File: config.mk
export PLATFORM = sky130hd
export DESIGN_NAME = signed_div_ctrl
export DESIGN_NICKNAME = d
export VERILOG_FILES = /design/src/rtl/div_pkg.sv /design/src/rtl/div_sign_fix.sv /design/src/rtl/signed_div_ctrl.sv
export SDC_FILE = /design/constraint.sdc
export NUM_CORES = 1
export LEC_CHECK = 0
export BUFFER_PORTS_ARGS = -buffer_cell sky130_fd_sc_hd__buf_2
export CORE_ASPECT_RATIO = 2
export CORE_MARGIN = 4
export CORE_UTILIZATION = 55
export DETAILED_ROUTE_END_ITERATION = 8
export GPL_TIMING_DRIVEN = 0
export PLACE_DENSITY = 0.81
export SETUP_SLACK_MARGIN = 0.02
export SYNTH_ARGS = -nofsm -noshare
export SYNTH_HDL_FRONTEND = slang
export SYNTH_SLANG_ARGS = --single-unit
File: constraint.sdc
create_clock -name i_clk -period 4.8 [get_ports i_clk]
set_input_delay 1.44 -clock i_clk [delete_from_list [all_inputs] [get_ports i_clk]]
set_output_delay 1.44 -clock i_clk [all_outputs]
set_load 0.05 [all_outputs]
File: src/rtl/div_pkg.sv
// Shared types for the signed divide controller: FSM state encoding and
// response status codes.
package div_pkg;

  typedef enum logic [2:0] {
    IDLE  = 3'd0,
    ISSUE = 3'd1,
    WAIT  = 3'd2,
    FIXUP = 3'd3,
    RESP  = 3'd4
  } state_t;

  localparam logic [1:0] ST_OK      = 2'b00;
  localparam logic [1:0] ST_DIV0    = 2'b01;
  localparam logic [1:0] ST_OVF     = 2'b10;
  localparam logic [1:0] ST_TIMEOUT = 2'b11;

endpackage

File: src/rtl/div_sign_fix.sv
// Conditional two's-complement negate; doubles as |x| on the way in and as
// the sign restore on the way out. The most negative value maps to itself.
module div_sign_fix #(
  parameter int WIDTH = 32
) (
  input  logic [WIDTH-1:0] value,
  input  logic             negate,
  output logic [WIDTH-1:0] result
);

  assign result = negate ? (~value + WIDTH'(1)) : value;

endmodule

File: src/rtl/signed_div_ctrl.sv
// Signed/unsigned front/back end for a multi-cycle unsigned divider: operand
// magnitudes out, sign fix-up on return, divide-by-zero/overflow/timeout local.
module signed_div_ctrl
  import div_pkg::*;
#(
  parameter int SIZE_DATA      = 32,
  parameter int TIMEOUT_CYCLES = 256
) (
  input  logic                 i_clk,
  input  logic                 i_rst_n,
  input  logic                 i_req_valid,
  output logic                 o_req_ready,
  input  logic                 i_req_signed,
  input  logic [SIZE_DATA-1:0] i_req_dividend,
  input  logic [SIZE_DATA-1:0] i_req_divisor,
  output logic                 o_div_en,
  output logic [SIZE_DATA-1:0] o_div_dividend,
  output logic [SIZE_DATA-1:0] o_div_divisor,
  input  logic [SIZE_DATA-1:0] i_div_quotient,
  input  logic [SIZE_DATA-1:0] i_div_remainder,
  input  logic                 i_div_valid,
  output logic                 o_rsp_valid,
  input  logic                 i_rsp_ready,
  output logic [SIZE_DATA-1:0] o_quotient,
  output logic [SIZE_DATA-1:0] o_remainder,
  output logic [1:0]           o_status
);

  localparam int                   CNT_W    = $clog2(TIMEOUT_CYCLES);
  localparam logic [CNT_W-1:0]     CNT_LAST = CNT_W'(TIMEOUT_CYCLES - 1);
  localparam logic [SIZE_DATA-1:0] MIN_VAL  = {1'b1, {(SIZE_DATA-1){1'b0}}};

  state_t               state;
  logic [CNT_W-1:0]     wait_cnt;
  logic [SIZE_DATA-1:0] q_cap;
  logic [SIZE_DATA-1:0] r_cap;
  logic                 dividend_neg;
  logic                 divisor_neg;

  logic [SIZE_DATA-1:0] fix_a_in;
  logic [SIZE_DATA-1:0] fix_b_in;
  logic [SIZE_DATA-1:0] fix_a_out;
  logic [SIZE_DATA-1:0] fix_b_out;
  logic                 fix_a_neg;
  logic                 fix_b_neg;

  assign o_req_ready = (state == IDLE);
  assign o_div_en    = (state == ISSUE);
  assign o_rsp_valid = (state == RESP);

  // The two negators are shared: request operands while idle, captured
  // divider results during FIXUP.
  always_comb begin
    // NOTE: every always_comb output gets a default first so no path leaves it unassigned (no latch).
    fix_a_in  = i_req_dividend;
    fix_b_in  = i_req_divisor;
    fix_a_neg = i_req_signed & i_req_dividend[SIZE_DATA-1];
    fix_b_neg = i_req_signed & i_req_divisor[SIZE_DATA-1];
    if (state == FIXUP) begin
      fix_a_in  = q_cap;
      fix_b_in  = r_cap;
      fix_a_neg = dividend_neg ^ divisor_neg;
      fix_b_neg = dividend_neg;
    end
  end

  div_sign_fix #(.WIDTH(SIZE_DATA)) u_fix_a (
    .value  (fix_a_in),
    .negate (fix_a_neg),
    .result (fix_a_out)
  );

  div_sign_fix #(.WIDTH(SIZE_DATA)) u_fix_b (
    .value  (fix_b_in),
    .negate (fix_b_neg),
    .result (fix_b_out)
  );

  always_ff @(posedge i_clk) begin
    // NOTE: reset is synchronous, so it is tested inside the clocked block rather than in the sensitivity list.
    if (!i_rst_n) begin
      state          <= IDLE;
      wait_cnt       <= '0;
      q_cap          <= '0;
      r_cap          <= '0;
      dividend_neg   <= 1'b0;
      divisor_neg    <= 1'b0;
      o_div_dividend <= '0;
      o_div_divisor  <= '0;
      o_quotient     <= '0;
      o_remainder    <= '0;
      o_status       <= ST_OK;
    end else begin
      // NOTE: sequential state uses non-blocking assignments so every register sees pre-edge values.
      case (state)
        IDLE: begin
          if (i_req_valid) begin
            dividend_neg <= fix_a_neg;
            divisor_neg  <= fix_b_neg;
            if (i_req_divisor == '0) begin
              o_quotient  <= '1;
              o_remainder <= i_req_dividend;
              o_status    <= ST_DIV0;
              state       <= RESP;
            end else if (i_req_signed && (i_req_dividend == MIN_VAL) &&
                         (i_req_divisor == '1)) begin
              o_quotient  <= MIN_VAL;
              o_remainder <= '0;
              o_status    <= ST_OVF;
              state       <= RESP;
            end else begin
              o_div_dividend <= fix_a_out;
              o_div_divisor  <= fix_b_out;
              state          <= ISSUE;
            end
          end
        end
        ISSUE: begin
          wait_cnt <= '0;
          state    <= WAIT;
        end
        WAIT: begin
          // A result arriving on the expiry cycle still wins over the timeout.
          if (i_div_valid) begin
            q_cap <= i_div_quotient;
            r_cap <= i_div_remainder;
            state <= FIXUP;
          end else if (wait_cnt == CNT_LAST) begin
            o_quotient  <= '0;
            o_remainder <= '0;
            o_status    <= ST_TIMEOUT;
            state       <= RESP;
          end else begin
            wait_cnt <= wait_cnt + CNT_W'(1);
          end
        end
        FIXUP: begin
          o_quotient  <= fix_a_out;
          o_remainder <= fix_b_out;
          o_status    <= ST_OK;
          state       <= RESP;
        end
        RESP: begin
          if (i_rsp_ready) state <= IDLE;
        end
        default: state <= IDLE;
      endcase
    end
  end

endmodule

---- Word level (Yosys, flattened, before mapping) ----
Index checks and enable logic that the tools add are counted.
storage, ports and cells
  flip-flop bits (word level) ............. 207
  input port bits ......................... 134
  output and inout port bits .............. 133
  word-level logic and storage cells ...... 79
cells by class
  add/subtract/negate cells ............... 3
  equality and inequality tests ........... 14
  muxes and demuxes ....................... 32
  bitwise gates (word level) .............. 7
  reduce and logical (&&, ||, !) cells .... 12
operators with widths
  operator                                        number
  2-to-1 mux 32 bit                               12
  one-hot mux 32 bit (3 select lines)             2
  adder 32 x 1 -> 32 bit (second input constant)  2
  == test 32 bit (second input constant)          2
  inverter 32 bit                                 2
  logical NOT 32 bit                              1
  2-to-1 mux 3 bit                                6
  2-to-1 mux 8 bit                                2
  one-hot mux 8 bit (2 select lines)              1
  one-hot mux 3 bit (5 select lines)              1
  2-to-1 mux 2 bit                                5
  adder 8 x 1 -> 8 bit (second input constant)    1
  == test 8 bit (second input constant)           1
  != test 2 bit (second input constant)           4
  == test 3 x 2 -> 1 bit (second input constant)  2
  one-hot mux 2 bit (3 select lines)              1
  AND reduction 3 bit                             2
  AND reduction 5 bit                             1
  AND reduction 2 bit                             2
  AND reduction 4 bit                             1
  == test 3 x 1 -> 1 bit (second input constant)  1
  == test 3 bit (second input constant)           1
  logical NOT 3 bit                               1
  != test 3 x 1 -> 1 bit (second input constant)  1
  other kinds (9)                                 13

---- Longest topological paths before layout ----
  depth after elaboration ................. 7
  gate-level depth with buffers ........... 17
  mapped depth without buffers ............ 10

---- By module ----
Synthesis repeated with hierarchy kept, for this count alone.
unflattened totals
  cell total of the unflattened synthesis .. 1390
  area total of the unflattened synthesis .. 11395.9 um2
modules (own cells, without submodules)
  module           times used  cells each  area an instance (um2)  sequential area each (um2)
  signed_div_ctrl  1           1192        9841.9                  4144.0
  div_sign_fix     2           99          777.0                   0.0

---- Worst setup path after synthesis ----
No wires, ideal clock.
  path type ............................... flip-flop to flip-flop
  from .................................... reg state[2]
  to ...................................... reg o_remainder[26]
  setup time .............................. 0.122 ns
  data arrival time ....................... 3.952 ns
  required time ........................... 4.678 ns
  setup slack ............................. 0.726 ns
  cell stages (with the launch flop) ...... 18
  path buffers ............................ 7
  clock period less this slack ............ 4.074 ns
  path through ............................ dfxtp_1 buf_4 nand3b_1 buf_2 buf_2 buf_1 buf_2 buf_2 mux2i_1 ha_1 nor4b_1 nand4_1 a21oi_1 clkbuf_1 a31oi_1 xor2_1 a22oi_1 a21oi_1
between the ends
  longest elaborated chain between the ends .. 6
  elaborated cells on any way between the ends .. 15
  classes of those cells .................. 1 x add/sub; 6 x eq/ne; 4 x mux; 1 x bitwise; 3 x reduce/logical
RTL lines
  item                                 RTL line                                      text
  from (decl)                          signed_div_ctrl.sv:33                         state_t state;
  from (signal assigned)               signed_div_ctrl.sv:82                         state <= IDLE;
  from (signal assigned)               signed_div_ctrl.sv:104                        state <= RESP;
  from (signal assigned)               signed_div_ctrl.sv:110                        state <= RESP;
  == test 3 x 2 -> 1 bit               signed_div_ctrl.sv:59, signed_div_ctrl.sv:95
  2-to-1 mux 32 bit                    signed_div_ctrl.sv:59                         if (state == FIXUP) begin
  inverter 32 bit                      div_sign_fix.sv:11                            assign result = negate ? (~value + WIDTH'(1)) : value;
  adder 32 x 1 -> 32 bit               div_sign_fix.sv:11
  2-to-1 mux 32 bit                    div_sign_fix.sv:11
  one-hot mux 32 bit (3 select lines)  signed_div_ctrl.sv:95                         case (state)
  to (signal assigned)                 signed_div_ctrl.sv:102                        o_remainder <= i_req_dividend;
  to (signal assigned)                 signed_div_ctrl.sv:139                        o_remainder <= fix_b_out;
  to (decl)                            signed_div_ctrl.sv:25                         output logic [SIZE_DATA-1:0] o_remainder,
Several ways; a longest one is shown, not always the timed one.
A chain may end at the register's enable or synchronous reset.

---- Final worst setup path ----
  from .................................... reg state[1]
  to ...................................... reg o_remainder[22]
Same word-level chain as after synthesis.

==> summary.txt <==
Status
  – Status: finished, final reports clean

Place
  – HPWL Detailed: 40730 µm
  – Port buffer count: 264
  – Placed inst area: 13080 µm²
  – Placed cells: 1986
  – Routability cong.: 1.052

Drt
  – 1st-iter DRT viols: 1359
  – Antenna Nets Post-Route: 0
  – Avg Vias per Cell: 6.407
  – Routed vias: 12962
  – WL per Instance: 25.73 µm
  – Initial DRT Pass Iterations: 6
  – # DRC: 0
  – WL final: 52040 µm

STA
  – Final min period: 4749 ps
  – Final hold vios: 0
  – Tightest Pin Transition: 1134 ps
  – Fmax achieved: 210.6 MHz
  – Slew Limit Headroom: 23.72%
  – Fin. max-slew vios: 0
  – Fin crit share: 98.94%
  – Unrepaired setup endpoints after global routing: yes
  – Clock skew: 14.59 ps
  – # setup viols final: 0

Clocking
  – CTS tree: built
  – Clock buffer depth: 3
  – CTS sink count: 207
  – Clock Latency Late Sink: 520 ps
  – Clk root buf: clkbuf_16
  – H-tree levels: 1
  – Clock Pin Slew Worst Setup and Hold Paths: 70 ps
  – Num CTS Buffers: 20

Setup path
  – Worst-path fanout max: 10
  – Critical setup path kind: reg2reg
  – R2R Setup Slk: 50 ps
  – Crit end category: flip-flop
  – R2r worst-path depth: 15
  – Worst Path Required: 5250 ps
  – Crit path arrival time: 5200 ps
  – Startpoint Class: flip-flop

Floorplanning
  – Row cnt: 74
  – Core box area: 20460 µm²
  – Die Footprint: 23260 µm²
  – Die Y: 211.7 µm
  – IO Pins: 267
  – Initial Util: 55.77%
  – Chip width: 109.9 µm

GRT
  – Overall routing resource usage: 43.77%
  – First-pass GRT wire length: 75220 µm
  – Congestion Overflow GR: 0
  – Antenna violations before repair: 3
  – Vias in the first global route: 12961
  – Largest net degree at the start of global routing: 17

Yosys
  – Dominant synthesized flop cell: dfxtp_1
  – Syn Nets: 1592
  – Yosys warns: 0
  – EDFF count, synth: 0
  – Synth cell types: 65
  – Syn Std Cell Area: 11410 µm²
  – Syn Inst Count: 1455
  – Synthesized area per cell: 7.843 µm²
  – Post-synth ARST share: 0%
  – Sequential element share of the synthesized area: 36.31%
  – Synth Register Bits: 207

Min path
  – Hold path depth: 2
  – Hold Path Class: reg2reg

Pwr
  – Leak: 5.794 nW
  – Cell Pwr Density: 416.2 nW/µm²
  – VDD IR max: 0.0003532 V
  – Total power: 5.746 mW

Final layout
  – Final Cell Area: 13810 µm²
  – Nets: 1879
  – Finished Layout Cells: 2023
  – Share of cells above drive strength 1: 20.57%
  – Synthesis-to-finish area growth: 21.00%

Run
  – MaxCap Viol Count: 0
## where the power goes
group	internal (mW)	switching [mW]
Sequential	1.89	0.136
Combinational	0.555	1.49
Clock	0.938	0.731
## layout make-up
type	count	area, µm²
antenna	2	5.005
buffer	114	495.5
clock buffer	27	598.1
clock inverter	8	85.08
fill	1814	6654
inverter	11	41.29
multi-input combinational	1122	6766
sequential	207	4144
tap	266	332.8
timing repair buffer	266	1340
## logic make-up after synthesis
logic type      Yosys count  synth area share (%)
xor+xnor                117                 8.979
buf+inv                 126                 4.594
mux                      69                 6.118
compound gates          403                 22.75
flops                   207                 36.31
simple gates            530                 20.92
fa+ha+maj                 3                0.3289
## worst max-delay path, cell delays in order, from the launching register on
cell and delay (ps):
dfxtp_1 300, clkbuf_1 190, nand3b_1 240, clkbuf_4 300, buf_2 370, clkbuf_1 640
mux2i_1 320, ha_1 270, nor4b_2 350, nand4_1 270, a21oi_4 360, clkbuf_4 320
a31oi_1 130, xor2_1 260, a22oi_1 130, a21oi_1 200
## routing by layer
metal / GRT usage [%] / share of wire, % / up-vias
met5: 0 / 0 / -
met2: 74.62 / 50 / 870
met1: 43.82 / 32 / 6013
met4: 39.86 / 10 / 0
li1: - / - / 5768
met3: 7.537 / 8.1 / 311
## worst paths after layout
| kind | startpoint | end |
|---|---|---|
| max | state[1] | o_remainder[22] |
| min | o_div_dividend[14] | o_div_dividend[14] |
| max reg2reg | state[1] | o_remainder[22] |
| min reg2reg | o_div_dividend[14] | o_div_dividend[14] |
## timing repair
action                                  in CTS  in global routing
hold buffers                                 0                  0
pin swaps                                    1                  0
buffers inserted                             1                  0
endpoints found under the setup margin      43                 19
resized for setup                           10                  2
## cells in the final DEF, fill, tap and decap left out, types with 26 or more instances in the layout
cell type  synthesis  layout
a21oi_1          172     171
o21ai_0           40      40
a31oi_1           26      26
nand2_1          250     250
nor2_1           109     109
mux2i_1           63      63
nor3_1            44      43
xnor2_1           68      68
a22oi_1           29      29
buf_2             26     287
xor2_1            49      49
a211oi_1          49      49
dfxtp_1          207     207
clkbuf_1          80      80
## cells in the mapped netlist (3+ instances only)
master | number | area share [%]
clkbuf_1 | 80 | 2.6
o41ai_1 | 5 | 0.38
nand4_1 | 17 | 0.93
nand2_1 | 250 | 8.2
xor2_1 | 49 | 3.8
o221a_2 | 7 | 0.69
or4_1 | 10 | 0.66
nor2b_1 | 3 | 0.16
buf_4 | 3 | 0.20
nor2_1 | 109 | 3.6
nor4b_1 | 3 | 0.23
a31oi_1 | 26 | 1.4
or3_1 | 21 | 1.2
o211ai_1 | 6 | 0.39
o31ai_1 | 15 | 0.99
a21o_1 | 3 | 0.20
inv_1 | 10 | 0.33
mux2_2 | 6 | 0.59
a22o_1 | 18 | 1.4
buf_1 | 5 | 0.16
nor3_1 | 44 | 1.9
dfxtp_1 | 207 | 36
ha_1 | 3 | 0.33
nor4_1 | 17 | 0.93
nand3_1 | 21 | 0.92
a311oi_1 | 3 | 0.23
o21ai_0 | 40 | 1.8
a41oi_1 | 5 | 0.38
and2_1 | 10 | 0.55
nand2b_1 | 6 | 0.33
a211oi_1 | 49 | 3.2
xnor2_1 | 68 | 5.2
nand3b_1 | 3 | 0.20
mux2i_1 | 63 | 5.5
a22oi_1 | 29 | 1.9
a21oi_1 | 172 | 7.5
and3_1 | 7 | 0.38
buf_2 | 26 | 1.1
## registers in the layout, indices dropped and copies added, names as in the netlist
register	flops
o_div_divisor	32
r_cap	32
dividend_neg	1
o_quotient	32
o_div_dividend	32
q_cap	32
o_remainder	32
o_status	2
wait_cnt	8
divisor_neg	1
state	3
## stage by stage
step / setup WS, ps / setup TNS [ps] / hold slack (ps) / util, %
4_1_cts: 23.05 / 0 / 450.4 / 67.46
6_report: 50.80 / 0 / 452.5 / 67.48
3_5_place_dp: -1651 / -29320 / 443.1 / 63.94
2_1_floorplan: 726.0 / 0 / 448.3 / -
3_3_place_gp: -1718 / -32860 / 438.5 / 63.86
5_1_grt: -13.63 / -13.63 / 466.4 / 67.48
Power figures use the tool's default switching activity.
